==> config.mk <==
export PLATFORM = sky130hd
export DESIGN_NAME = xbar_bank_arbiter
export DESIGN_NICKNAME = d
export VERILOG_FILES = /design/src/rtl/xbar_pkg.sv /design/src/rtl/xbar_rr_arb4.sv /design/src/rtl/xbar_bank_arbiter.sv
export SDC_FILE = /design/constraint.sdc
export NUM_CORES = 1
export LEC_CHECK = 0
export ABC_AREA = 1
export BUFFER_PORTS_ARGS = -buffer_cell sky130_fd_sc_hd__buf_2
export CORE_AREA = 2 2 333 335
export CTS_CLUSTER_DIAMETER = 60
export DETAILED_ROUTE_END_ITERATION = 8
export DIE_AREA = 0 0 335 337
export GPL_ROUTABILITY_DRIVEN = 0
export PLACE_DENSITY = 0.4
export SLEW_MARGIN = 40
export SYNTH_ARGS = -nofsm -noshare
export SYNTH_HDL_FRONTEND = slang
export SYNTH_SLANG_ARGS = --single-unit
==> constraint.sdc <==
create_clock -name clk -period 8.4 [get_ports clk]
set_clock_uncertainty 0.1 [all_clocks]
set_input_delay 1.26 -clock clk [delete_from_list [all_inputs] [get_ports clk]]
set_output_delay 1.26 -clock clk [all_outputs]
set_load 0.05 [all_outputs]
==> src/rtl/xbar_pkg.sv <==
// Shared cross-bar types and constants: request payload layout and the
// HTU write-buffer ID encoding.
package xbar_pkg;

  localparam int NUM_CH    = 4;
  localparam int CH_W      = 2;
  localparam int ENTRY_W   = 3;
  localparam int WBUF_ID_W = 8;
  localparam int ADDR_W    = 32;
  localparam int DATA_W    = 128;
  localparam int OP_W      = 2;

  typedef struct packed {
    logic [OP_W-1:0]    op;
    logic [ADDR_W-1:0]  addr;
    logic [DATA_W-1:0]  data;
    logic [ENTRY_W-1:0] entry_id;
  } xbar_req_t;

  function automatic logic [WBUF_ID_W-1:0] make_wbuffer_id(
    input logic [CH_W-1:0]    ch,
    input logic [ENTRY_W-1:0] entry
  );
    return {{(WBUF_ID_W - CH_W - ENTRY_W){1'b0}}, ch, entry};
  endfunction

endpackage

==> src/rtl/xbar_rr_arb4.sv <==
// Combinational 4-way round-robin picker: first requester at or above ptr
// (mod 4) wins; gnt is gated by en, gnt_idx is meaningful only when gnt != 0.
module xbar_rr_arb4 (
  input  logic [3:0] req_i,
  input  logic [1:0] ptr_i,
  input  logic       en_i,
  output logic [3:0] gnt_o,
  output logic [1:0] gnt_idx_o
);

  logic [1:0] idx;
  logic       found;

  always_comb begin
    gnt_o     = '0;
    gnt_idx_o = '0;
    idx       = '0;
    found     = 1'b0;
    for (int k = 0; k < 4; k++) begin
      idx = ptr_i + 2'(k);
      if (!found && req_i[idx]) begin
        found     = 1'b1;
        gnt_idx_o = idx;
      end
    end
    if (en_i && found) begin
      gnt_o[gnt_idx_o] = 1'b1;
    end
  end

endmodule

==> src/rtl/xbar_bank_arbiter.sv <==
// Per-bank arbiter: round-robin selects one channel buffer head, holds it in
// an output register until the HTU accepts, and caps in-flight requests.
module xbar_bank_arbiter
  import xbar_pkg::*;
#(
  parameter int ENTRY_W         = 3,
  parameter int MAX_OUTSTANDING = 8,
  parameter int BANK_ID         = 0
) (
  input  logic                            clk,
  input  logic                            rst,
  input  logic [NUM_CH-1:0]               ch_valid_i,
  output logic [NUM_CH-1:0]               ch_allowIn_o,
  input  logic [NUM_CH-1:0][OP_W-1:0]     ch_op_i,
  input  logic [NUM_CH-1:0][ADDR_W-1:0]   ch_addr_i,
  input  logic [NUM_CH-1:0][DATA_W-1:0]   ch_data_i,
  input  logic [NUM_CH-1:0][ENTRY_W-1:0]  ch_entry_id_i,
  output logic                            htu_valid_o,
  input  logic                            htu_allowIn_i,
  output logic [CH_W-1:0]                 htu_ch_id_o,
  output logic [OP_W-1:0]                 htu_opcode_o,
  output logic [ADDR_W-1:0]               htu_addr_o,
  output logic [DATA_W-1:0]               htu_data_o,
  output logic [WBUF_ID_W-1:0]            htu_wbuffer_id_o,
  input  logic                            htu_done_i,
  output logic [3:0]                      outstanding_o,
  output logic                            err_o
);

  localparam logic [3:0] MAX_CNT  = 4'(MAX_OUTSTANDING);
  localparam logic [1:0] BANK_SEL = 2'(BANK_ID);

  logic              vld_q, vld_d;
  logic [CH_W-1:0]   ch_q, ch_d;
  xbar_req_t         req_q, req_d;
  logic [1:0]        ptr_q, ptr_d;
  logic [3:0]        cnt_q, cnt_d;
  logic              err_q, err_d;

  logic              reg_free;
  logic              can_issue;
  logic [NUM_CH-1:0] gnt;
  logic [CH_W-1:0]   gnt_idx;
  logic              grant;
  logic              done_err;
  logic              bank_err;

  // Credit check uses the registered count only, so a done pulse never frees
  // a slot in the same cycle.
  assign reg_free  = !vld_q || htu_allowIn_i;
  assign can_issue = reg_free && (cnt_q < MAX_CNT) && !rst;

  xbar_rr_arb4 u_arb (
    .req_i     (ch_valid_i),
    .ptr_i     (ptr_q),
    .en_i      (can_issue),
    .gnt_o     (gnt),
    .gnt_idx_o (gnt_idx)
  );

  assign grant        = |gnt;
  assign ch_allowIn_o = gnt;
  assign done_err     = htu_done_i && (cnt_q == 4'd0);
  assign bank_err     = grant && (ch_addr_i[gnt_idx][5:4] != BANK_SEL);

  always_comb begin
    vld_d = vld_q;
    ch_d  = ch_q;
    req_d = req_q;
    ptr_d = ptr_q;
    cnt_d = cnt_q;
    err_d = err_q || done_err || bank_err;

    if (grant) begin
      vld_d          = 1'b1;
      ch_d           = gnt_idx;
      ptr_d          = gnt_idx + 2'd1;
      req_d.op       = ch_op_i[gnt_idx];
      req_d.addr     = {ch_addr_i[gnt_idx][ADDR_W-1:4], 4'b0000};
      req_d.data     = ch_data_i[gnt_idx];
      req_d.entry_id = xbar_pkg::ENTRY_W'(ch_entry_id_i[gnt_idx]);
    end else if (htu_allowIn_i) begin
      vld_d = 1'b0;
    end

    // A stray done at zero is flagged and otherwise ignored.
    case ({grant, htu_done_i && !done_err})
      2'b10:   cnt_d = cnt_q + 4'd1;
      2'b01:   cnt_d = cnt_q - 4'd1;
      default: cnt_d = cnt_q;
    endcase
  end

  always_ff @(posedge clk or posedge rst) begin
    if (rst) begin
      vld_q <= 1'b0;
      ch_q  <= '0;
      req_q <= '0;
      ptr_q <= '0;
      cnt_q <= '0;
      err_q <= 1'b0;
    end else begin
      vld_q <= vld_d;
      ch_q  <= ch_d;
      req_q <= req_d;
      ptr_q <= ptr_d;
      cnt_q <= cnt_d;
      err_q <= err_d;
    end
  end

  assign htu_valid_o      = vld_q;
  assign htu_ch_id_o      = ch_q;
  assign htu_opcode_o     = req_q.op;
  assign htu_addr_o       = req_q.addr;
  assign htu_data_o       = req_q.data;
  assign htu_wbuffer_id_o = make_wbuffer_id(ch_q, req_q.entry_id);
  assign outstanding_o    = cnt_q;
  assign err_o            = err_q;

endmodule

---- After elaboration in Yosys (flattened, before gate mapping) ----
Index checks and enable logic that the tools add are counted.
operators by class
  magnitude comparators ................... 7
  add/subtract/negate cells ............... 6
  reduce and logical (&&, ||, !) cells .... 24
  equal/unequal tests ..................... 2
  muxes and demuxes ....................... 30
operator list
  cell                                                                  count
  128-bit binary-select mux with 2-bit select                           1
  128-bit 2-to-1 mux                                                    1
  32-bit binary-select mux with 2-bit select                            1
  32-bit 2-to-1 mux                                                     1
  2-bit by 3-bit < comparator with 1-bit output, second input constant  5
  1-bit 2-to-1 mux                                                      11
  1-bit logical AND                                                     10
  2-bit 2-to-1 mux                                                      5
  1-bit binary-select mux with 2-bit select                             4
  4-bit case mux with 2 select lines                                    1
  3-bit binary-select mux with 2-bit select                             1
  1-bit zero test                                                       6
  2-bit nonzero test                                                    3
  2-bit by 1-bit adder with 2-bit output, second input constant         2
  2-bit adder, second input constant                                    2
  4-bit by 1-bit adder with 4-bit output, second input constant         1
  2-bit binary-select mux with 2-bit select                             1
  4-bit zero test                                                       1
  4-bit < comparator, second input constant                             1
  4-bit 2-to-1 mux                                                      1
  4-bit OR reduction                                                    1
  4-bit by 1-bit subtractor with 4-bit output, second input constant    1
  1-bit logical OR                                                      3
  3-bit 2-to-1 mux                                                      1
  4 further kinds                                                       4
word-level totals
  register bits ........................... 171
  output and inout bits ................... 182
  input bits .............................. 668

---- Depth between registers and ports, before layout ----
Gate-level depths: netlist of the first run.
  depth in word-level cells ............... 20
  gate-level depth with buffers ........... 18

---- By module ----
From an unflattened synthesis of the first run, not the netlist that was laid out.
unflattened totals
  cells, all modules ...................... 1749
  area, all modules ....................... 11496.0 um2
modules (own cells, without submodules)
  module             cells each  seq. area each (um2)  area each (um2)  instances
  xbar_bank_arbiter  1675        4279.1                11162.0          1
  xbar_rr_arb4       74          0.0                   334.1            1

---- Worst setup path before layout of the first run ----
OpenSTA, ideal clock, no wires.
  path type ............................... input to output
  from .................................... input rst
  to ...................................... output ch_allowIn_o[0]
  stages on the path ...................... 6
  path buffers ............................ 1
  arrival ................................. 6859 ps
  path slack .............................. 181 ps
  cells stage by stage .................... inv_1 > o21ai_0 > nor2_1 > o21ai_2 > buf_2 > nor3_1
between the ends
  cells in the longest elaborated chain, start to end .. 4
ends and longest elaborated chain
  element                    RTL line                 source
  start, declared            xbar_bank_arbiter.sv:11  input logic rst,
  1-bit zero test (no line)  --
  1-bit logical AND          xbar_bank_arbiter.sv:51  assign can_issue = reg_free && (cnt_q < MAX_CNT) && !rst;
  1-bit logical AND          xbar_rr_arb4.sv:26       if (en_i && found) begin
  4-bit 2-to-1 mux           xbar_rr_arb4.sv:26
  end, declared              xbar_bank_arbiter.sv:13  output logic [NUM_CH-1:0] ch_allowIn_o,
Every way passes these cells.

---- Final worst setup path of the first run ----
  from .................................... input ch_valid_i[3]
  to ...................................... output ch_allowIn_o[2]
between the ends
  cells in the longest elaborated chain, start to end .. 17
ends and longest elaborated chain
  element                                                                                                                                                     RTL line                 source
  start, declared                                                                                                                                             xbar_bank_arbiter.sv:12  input logic [NUM_CH-1:0] ch_valid_i,
  1-bit binary-select mux with 2-bit select                                                                                                                   xbar_rr_arb4.sv:21       if (!found && req_i[idx]) begin
  1-bit 2-to-1 mux (implied by the code)                                                                                                                      xbar_rr_arb4.sv:21
  1-bit 2-to-1 mux                                                                                                                                            xbar_rr_arb4.sv:21
  1-bit zero test                                                                                                                                             xbar_rr_arb4.sv:21
  1-bit logical AND                                                                                                                                           xbar_rr_arb4.sv:21
  1-bit 2-to-1 mux                                                                                                                                            xbar_rr_arb4.sv:21
  1-bit zero test                                                                                                                                             xbar_rr_arb4.sv:21
  1-bit logical AND                                                                                                                                           xbar_rr_arb4.sv:21
  1-bit 2-to-1 mux                                                                                                                                            xbar_rr_arb4.sv:21
  1-bit zero test                                                                                                                                             xbar_rr_arb4.sv:21
  1-bit logical AND                                                                                                                                           xbar_rr_arb4.sv:21
  2-bit 2-to-1 mux                                                                                                                                            xbar_rr_arb4.sv:21
  2-bit by 3-bit < comparator with 1-bit output (implied by the code) / 2-bit by 1-bit greater-or-equal comparator with 1-bit output (equally long branches)  xbar_rr_arb4.sv:27       gnt_o[gnt_idx_o] = 1'b1;
  1-bit logical AND (implied by the code)                                                                                                                     xbar_rr_arb4.sv:27
  1-bit 2-to-1 mux (implied by the code)                                                                                                                      xbar_rr_arb4.sv:27
  1-bit demux with 2-bit select                                                                                                                               --
  4-bit 2-to-1 mux *                                                                                                                                          xbar_rr_arb4.sv:26
Every way passes the cells marked *; elsewhere a longest branch is shown, timed or not. The select of a mux whose other input is x is not followed.

==> run summary, run 1 <==
Top Usage Layer GRT: met2
Htree depth: 4
Average wire per standard cell: 17.2 µm
P_leak: 11.9 nW
TritonCTS clock tree: yes
Initial antenna violation count: 28
# Max-Cap Violations: 0
CP endpoint kind: output pin
#FFs+latches synth: 171
Die Width: 335 µm
Pwr/cell area: 558 nW/µm²
Worst Reg2Reg Path Length in Cells: 16
Placed Instances: 4487
Reg clk slew, reported paths: 0.07 ns
Final Hold Vio Count: 0
Worst slew margin: 32.9%
Post-Syn Area: 13000 µm²
Layout net count: 3753
Met1 usage: 15.5%
Yosys warns: 0
Startpoint types: primary input
Commonest non-fill, non-tap cells in the layout: 1967 x nand2_1, 826 x buf_2, 171 x dfrtp_1
Hold depth: 2
HPWL Detailed: 61100 µm
M2 GR Usage: 24.0%
Clk Latency, worst-skew pair: 0.50 ns
Synth Area per Inst: 5.52 µm²
Share of cells above drive strength 1: 28.8%
R2R Setup Slk: 3.86 ns
Iter 0 DRT Violations: 540
Ports: 850
Post-CTS setup buffers: 0
Kind of critical path: primary input to output pin
Finished Core Util: 17.2%
First-pass GRT wire length: 107000 µm
Clock tree sinks: 171
Min Tclk post-route: 5.34 ns
Peak VDD IR: 298 µV
Antenna Nets Post-Route: 0
PnR Total Power: 10.5 mW
Root buf cell: clkbuf_16
Final Cell Area: 18900 µm²
Min-Delay Endpoint: htu_wbuffer_id_o[0]
Least-Margin Pin Slew: 1.01 ns
Largest net degree at the start of global routing: 121
All-Layer GR Usage: 13.2%
Total die area: 113000 µm²
Worst endpoint required time: 7.04 ns
Setup TNS Final: 0 ns
Maximum net fanout on the critical path: 106
Min-delay worst type: flip-flop to flip-flop
Hold Crit Start: htu_wbuffer_id_o[0]
Num CTS Buffers: 17
# rows: 122
Post-cts sizing count: 0
Largest cells by area after synthesis: nand2_1 57%, dfrtp_1 33%, buf_6 2.7%, buf_2 2.3%, clkbuf_1 0.95%
CTS Hold Bufs: 0
Layout Cells excl Fill: 4527
Yosys cell types: 33
Synth Instances: 2363
Final Slew Violations: 0
Routed vias: 16248
Vias in the first global route: 15504
Synth top area share: 56.6%
IO Port Bufs: 826
Largest stage delay, worst path: 0.48 ns
Reg-to-reg critical path endpoint: htu_data_o[47]
Bufs on Longest Clock Path: 2
Slowest CP cell: nand2_8
Die H: 337 µm
DP Area: 18300 µm²
Worst EP arrival: 3.98 ns
Core area: 110000 µm²
Starting Density: 11.9%
GRT Residual Overflow: 0
Maximum clock rate: 0.187 GHz
Seq/Total Area, Yosys: 32.8%
Routed WL: 78000 µm
Final setup vio count: 0
Worst path cell trace: buf_2 -> inv_1 -> nand2_2 -> nand3_1 -> nand2_2 -> a21oi_1 -> nand2_1 -> nand2_8 -> clkinv_8 -> nor2_1 -> nand2_1 -> inv_1 -> buf_2
DR vias/cell: 3.59
Status: finished clean
GRT met3 Usage: 3.31%
Most common cell after layout, fill and taps aside: nand2_1
RSZ-0062 raised after global routing: false
Period utilisation layout: 63.6%
Detailed Routing Iterations Pass 1: 4
Cell taking the most area after synthesis: nand2_1
DRC: 0
Synthesis-to-finish area growth: 44.9%
Worst r2r src: ptr_q[0]
==> state kept, by name (all words and copies together) (netlist names) <==
name / count
htu_addr_o: 28
outstanding_o: 4
htu_opcode_o: 2
htu_valid_o: 1
ptr_q: 2
htu_ch_id_o: 2
htu_wbuffer_id_o: 3
err_o: 1
htu_data_o: 128
==> metal layers <==
metal | wire length (µm) | part of all wire (%)
met2 | 39700 | 51
met4 | 1140 | 1.5
met3 | 4460 | 5.7
met5 | 51 | 0.065
met1 | 32600 | 42
==> power breakdown <==
group          internal, mW  switching [mW]
Sequential             1.20           0.203
Combinational          1.99            6.28
Clock                 0.441           0.415
==> critical path: cells and delay by family <==
family          cells  cell delay, ns
buf+inv             5            1.03
compound gates      1            0.12
simple gates        7            1.53
==> layout make-up <==
type | count | area [µm²]
timing repair buffer | 845 | 4350
clock buffer | 20 | 437
fill | 13065 | 90700
inverter | 19 | 104
clock inverter | 12 | 138
sequential | 171 | 4280
multi-input combinational | 2027 | 7780
antenna | 7 | 17.5
tap | 1426 | 1780
==> stage by stage <==
stage	hold slack (ns)	setup slack, ns
finish	0.374	3.06
global route	0.393	2.73
CTS	0.379	2.97
detailed placement	0.359	2.97
global placement	0.360	2.33
floorplan	0.462	0.181
==> worst max path at each step <==
stage,depth (start not counted),end,slack [ns],startpoint
6_report,13,ch_allowIn_o[2],3.06,ch_valid_i[3]
5_1_grt,13,ch_allowIn_o[2],2.73,ch_valid_i[1]
4_1_cts,13,ch_allowIn_o[2],2.97,ch_valid_i[3]
3_5_place_dp,13,ch_allowIn_o[2],2.97,ch_valid_i[3]
3_3_place_gp,18,htu_wbuffer_id_o[1],2.33,ch_valid_i[0]
2_1_floorplan,6,ch_allowIn_o[0],0.18,rst
==> cells by family after synthesis <==
| family | Yosys count | share of synthesized area, % |
|---|---|---|
| other cells | 1 | 0.0288 |
| compound gates | 12 | 0.566 |
| simple gates | 2001 | 58.1 |
| fa+ha+maj | 4 | 0.442 |
| flops | 171 | 32.8 |
| xor+xnor | 3 | 0.202 |
| buf+inv | 171 | 7.88 |
==> Yosys cell counts (all sizes together) <==
library cell / instances
a211oi: 1
a21o: 1
a21oi: 1
buf: 119
clkbuf: 33
conb: 1
dfrtp: 171
fa: 1
ha: 3
inv: 19
nand2: 1972
nand3: 12
nor2: 14
nor3: 2
nor4: 1
o211ai: 1
o21ai: 7
o21bai: 1
xnor2: 2
xor2: 1
Power figures use the tool's default switching activity.
==> run 2: changes to the inputs <==
- clock period: 8.4 -> 5.6 ns (I/O delays scaled with it)
==> run 2 against run 1 <==
  * Combinational power rose by 52%
  * Sequential share of layout area fell by 0.073 points
  * First-iteration DRC count is 24% higher
  * Flip-flop and latch count stayed put
  * Clock-buffer cell count stayed put
  * Clock power grew 45%
  * Sequential power up 50%
  * Cell count barely moved
  * Non-clock buffer count rose by 3
  * Via count increased by 1.2%
  * Largest cell class unchanged
==> run summary, run 2 (synthesis results as in run 1) <==
P_leak: 11.9 nW
Vias in the first global route: 15778
Final Slew Violations: 0
Iter 0 DRT Violations: 670
DP Area: 18300 µm²
Maximum net fanout on the critical path: 58
Bufs on Longest Clock Path: 2
Pwr/cell area: 841 nW/µm²
HPWL Detailed: 61100 µm
Root buf cell: clkbuf_16
Kind of critical path: flip-flop to output pin
Worst endpoint required time: 4.66 ns
Internal: 5.51 mW
Largest net degree at the start of global routing: 182
Slowest CP cell: dfrtp_1
Switching power: 10.4 mW
Post-cts sizing count: 0
Die Width: 335 µm
Final setup vio count: 0
Least-Margin Pin Slew: 0.751 ns
Min-delay worst type: flip-flop to flip-flop
Hold slack: 0.375 ns
Sw frac: 65.4%
Largest stage delay, worst path: 0.58 ns
Htree depth: 4
Final Cell Area: 18900 µm²
Maximum clock rate: 0.213 GHz
Detailed Routing Iterations Pass 1: 5
Num CTS Buffers: 17
Hold depth: 2
Worst Reg2Reg Path Length in Cells: 17
Worst EP arrival: 3.75 ns
Min Tclk post-route: 4.69 ns
CTS Hold Bufs: 0
Reg clk slew, reported paths: 0.09 ns
Die H: 337 µm
Post-CTS setup buffers: 0
Status: finished clean
Placed Instances: 4488
Total die area: 113000 µm²
Ports: 850
All-Layer GR Usage: 13.4%
Routed WL: 78700 µm
Average wire per standard cell: 17.4 µm
Comb pwr share: 79.0%
IO Port Bufs: 826
Setup TNS Final: 0 ns
Final WS setup: 0.914 ns
Sequential power share: 13.2%
Final Hold Vio Count: 0
DRC: 0
# rows: 122
Initial antenna violation count: 23
CP endpoint kind: output pin
Period utilisation layout: 83.7%
Startpoint types: flip-flop
DR vias/cell: 3.63
Most common cell after layout, fill and taps aside: nand2_1
RSZ-0062 raised after global routing: false
GRT Residual Overflow: 0
Clk Latency, worst-skew pair: 0.51 ns
Starting Density: 11.9%
Worst slew margin: 49.9%
First-pass GRT wire length: 109000 µm
Finished Core Util: 17.3%
Antenna Nets Post-Route: 0
Share of cells above drive strength 1: 28.9%
PnR Total Power: 15.9 mW
Peak VDD IR: 631 µV
Routed vias: 16437
Clock tree sinks: 171
Most used cell, CP: nand2_1
Worst path cell trace: inv_2 -> nand2_1 -> nand2_1 -> nand2_1 -> nand2_1 -> a21oi_1 -> nand2_1 -> nand2_8 -> clkinv_8 -> nor3_1 -> buf_4 -> buf_2
Clock Power Share: 7.8%
Synthesis-to-finish area growth: 45.3%
Max FFs per register: 128
Core area: 110000 µm²
Post-Place Setup Slack: 1.05 ns
Layout Cells excl Fill: 4525
Layout net count: 3756
# Max-Cap Violations: 0
Commonest non-fill, non-tap cells in the layout: 1967 x nand2_1, 826 x buf_2, 171 x dfrtp_1
TritonCTS clock tree: yes
-- run 2: changes by cell type in the layout (fill, tap and decap cells not counted), moves of 2 or more --
cell,before,now
clkbuf_8,0,2
buf_12,1,7
inv_6,3,5
diode_2,7,3
bufinv_16,2,0
buf_6,5,2
clkbuf_1,3,1
-- run 2: routing by layer --
metal	GRT usage, %	routed length (µm)
met1	16.0	33100
met2	23.8	39200
met3	3.09	4420
met4	3.98	1960
met5	0	25
-- run 2: final timing paths --
kind | slack (ns) | end | startpoint
worst max-delay path | 0.91 | ch_allowIn_o[0] | ptr_q[0]
worst min-delay path | 0.37 | htu_data_o[54] | htu_data_o[54]
worst max register to register | 1.65 | htu_data_o[39] | ptr_q[0]
min in group asynchronous | 0.49 | htu_data_o[47] | rst
max in group asynchronous | 3.91 | htu_data_o[12] | rst
worst min register to register | 0.37 | htu_data_o[54] | htu_data_o[54]
-- run 2: final cells by class --
cell class / count / area (µm²)
antenna: 3 / 7.51
sequential: 171 / 4280
clock inverter: 11 / 86.3
tap: 1426 / 1780
timing repair buffer: 848 / 4450
inverter: 19 / 100
fill: 13063 / 90700
multi-input combinational: 2027 / 7780
clock buffer: 20 / 457
-- run 2: critical path, delay by kind of cell, from the launching register on --
| kind | cells | cell delay (ns) |
|---|---|---|
| and+or+nand+nor | 7 | 1.59 |
| buffers and inverters | 4 | 0.91 |
| DFF | 1 | 0.58 |
| AOI/OAI and AO/OA | 1 | 0.12 |
-- run 2: power by group through the flow --
stage	Clock [mW]	Sequential (mW)	Combinational [mW]
floorplan	0	3.90	7.42
global placement	0	2.12	12.9
detailed placement	0	2.13	12.9
CTS	1.33	2.11	13.0
global route	1.37	2.18	14.2
finish	1.24	2.10	12.6
==> run 3: changes to the inputs <==
- ABC_AREA: 1 -> 0
- CORE_AREA: 2 2 333 335 -> 2 2 330 332
- DIE_AREA: 0 0 335 337 -> 0 0 332 334
- PLACE_DENSITY: 0.4 -> 0.38
- clock period: 5.6 -> 4 ns (I/O delays scaled with it)
==> run 3 against run 2 <==
  * Global-route usage is 3.4 points lower
  * Combinational power is 37% lower
  * Wire length shrank 27%
  * Clock-buffer cell count down 2
  * Area after synthesis shrank 20%
  * First-iteration DRC count up 56%
  * Power fell by 20%
  * Sequential share of layout area rose by 2.9 points
  * Highest routed layer unchanged
==> run summary, run 3 <==
Status: finished clean
Yosys cell types: 38
HPWL Detailed: 45800 µm
Synth top area share: 41.0%
Seq/Total Area, Yosys: 41.0%
DRC: 0
Most common library cells after synthesis: 171 x dfrtp_1, 165 x nand2_1, 159 x a222oi_1, 103 x o21ai_0, 67 x clkbuf_1
R2R Setup Slk: 0.82 ns
Period utilisation layout: 82.0%
Post-Place Setup Slack: 0.515 ns
Synthesis-to-finish area growth: 60.8%
Largest stage delay, worst path: 0.68 ns
Worst slew margin: 53.4%
Starting Density: 9.67%
#FFs+latches synth: 171
All-Layer GR Usage: 10.0%
Min-delay worst type: primary input to asynchronous set/reset pin
Cell taking the most area after synthesis: dfrtp_1
Maximum clock rate: 0.305 GHz
First-pass GRT wire length: 81000 µm
Routed vias: 11570
Vias in the first global route: 11711
# rows: 121
Post-cts sizing count: 0
Root buf cell: clkbuf_16
Die Width: 332 µm
Post-CTS setup buffers: 0
# Max-Cap Violations: 0
Htree depth: 4
Average wire per standard cell: 18.0 µm
Register area: 4280 µm²
Placed Instances: 3162
Post-synthesis async set-or-reset flop share: 100%
RSZ-0062 raised after global routing: false
Peak VDD IR: 313 µV
Post-Syn Area: 10400 µm²
CTS Hold Bufs: 0
Slowest CP cell: dfrtp_1
Clk Latency, worst-skew pair: 0.48 ns
CP top delay family: compound AO/OA/AOI/OAI gates
Final Hold Vio Count: 0
P_leak: 8.03 nW
DR vias/cell: 3.62
Final Slew Violations: 0
Worst EP arrival: 2.58 ns
Multi-input logic area: 5560 µm²
Max FFs per register: 128
Least-Margin Pin Slew: 0.698 ns
Startpoint types: flip-flop
Critical path origin: ptr_q[1]
Detailed Routing Iterations Pass 1: 8
Layout net count: 2439
Iter 0 DRT Violations: 1044
TritonCTS clock tree: yes
Synth Instances: 1002
CP endpoint kind: output pin
Synth Flop Type: dfrtp_1
Worst endpoint required time: 3.30 ns
Largest net degree at the start of global routing: 138
Most common cell after layout, fill and taps aside: buf_2
Routed WL: 57500 µm
Ports: 850
Share of cells above drive strength 1: 56.7%
Reg-to-reg critical path endpoint: htu_data_o[115]
Layout Cells excl Fill: 3197
Worst path cell trace: inv_1 -> a21oi_1 -> o221a_4 -> nor2b_1 -> buf_2
Initial antenna violation count: 12
Clock tree sinks: 171
Die H: 334 µm
GRT Residual Overflow: 0
Kind of critical path: flip-flop to output pin
Antenna Nets Post-Route: 0
IO Port Bufs: 826
Setup TNS Final: 0 ns
Count leader, synth: dfrtp_1
Bufs on Longest Clock Path: 2
Synth Area per Inst: 10.4 µm²
Largest cells by area after synthesis: dfrtp_1 41%, a222oi_1 15%, mux2_4 6.8%, mux2_2 6.6%, nand2_1 5.9%
Commonest non-fill, non-tap cells in the layout: 826 x buf_2, 171 x dfrtp_1, 165 x nand2_1
WP buf/inv: 2
Worst r2r src: ptr_q[1]
Final setup vio count: 0
Yosys warns: 0
Num CTS Buffers: 17
Maximum net fanout on the critical path: 25
Min Tclk post-route: 3.28 ns
Core area: 108000 µm²
Final WS setup: 0.719 ns
Filler instances: 12340
Total die area: 111000 µm²
Worst Reg2Reg Path Length in Cells: 7
Worst path depth: 5
Post-synth EDFFs: 0
Pwr/cell area: 759 nW/µm²
Reg clk slew, reported paths: 0.08 ns
## run 3: changes by cell type after synthesis, moves of 34 or more
cell / before / now
a222oi_1: 0 / 159
mux2_4: 0 / 47
mux2_2: 0 / 61
buf_2: 60 / 21
mux2_1: 0 / 53
o21ai_0: 5 / 103
o21ai_1: 1 / 59
nand2_1: 1967 / 165
clkbuf_1: 33 / 67
## run 3: layer usage
layer	share of wire (%)	vias up	global-route usage [%]
li1	-	5452	-
met1	41	5487	11.9
met2	50	567	17.2
met3	6.6	62	2.43
met4	3.0	2	4.30
met5	0.023	-	0
## run 3: through the flow
stage	util (%)	instance area, µm²	total power [mW]	hold slack (ns)
3_3_place_gp	15.0	16200	11.1	0.358
3_5_place_dp	15.0	16200	11.1	0.364
4_1_cts	15.5	16800	13.0	0.0736
2_1_floorplan	-	10500	8.57	0.520
6_report	15.6	16800	12.7	0.121
5_1_grt	15.6	16800	13.6	0.104
## run 3: area by class of cell
cell class / instances / area share, %
multi-input combinational: 711 / 33.1
timing repair buffer: 860 / 27.1
sequential: 171 / 25.5
tap: 1414 / 10.6
clock buffer: 18 / 2.56
clock inverter: 14 / 0.955
inverter: 6 / 0.157
antenna: 3 / 0.0448
## run 3: how the worst max path moves through the flow
| stage | to |
|---|---|
| floorplan | ch_allowIn_o[1] |
| global placement | htu_data_o[115] |
| detailed placement | htu_data_o[115] |
| CTS | ch_allowIn_o[3] |
| global route | ch_allowIn_o[3] |
| finish | ch_allowIn_o[3] |
## run 3: kinds of logic (layout without fill, tap and decap cells)
family / after synthesis / count (layout) / synth area share [%]
simple gates: 184 / 184 / 6.91
xor+xnor: 4 / 4 / 0.336
fa+ha+maj: 4 / 4 / 0.552
flops: 171 / 171 / 41.0
buf+inv: 126 / 898 / 6.55
mux: 169 / 169 / 19.8
other cells: 1 / 10 / 0.0360
compound gates: 343 / 343 / 24.7
## run 3: power breakdown
group	internal, mW	switching, mW
clock network	0.935	0.864
registers	2.51	0.462
logic	2.33	5.64
total	5.77	6.96
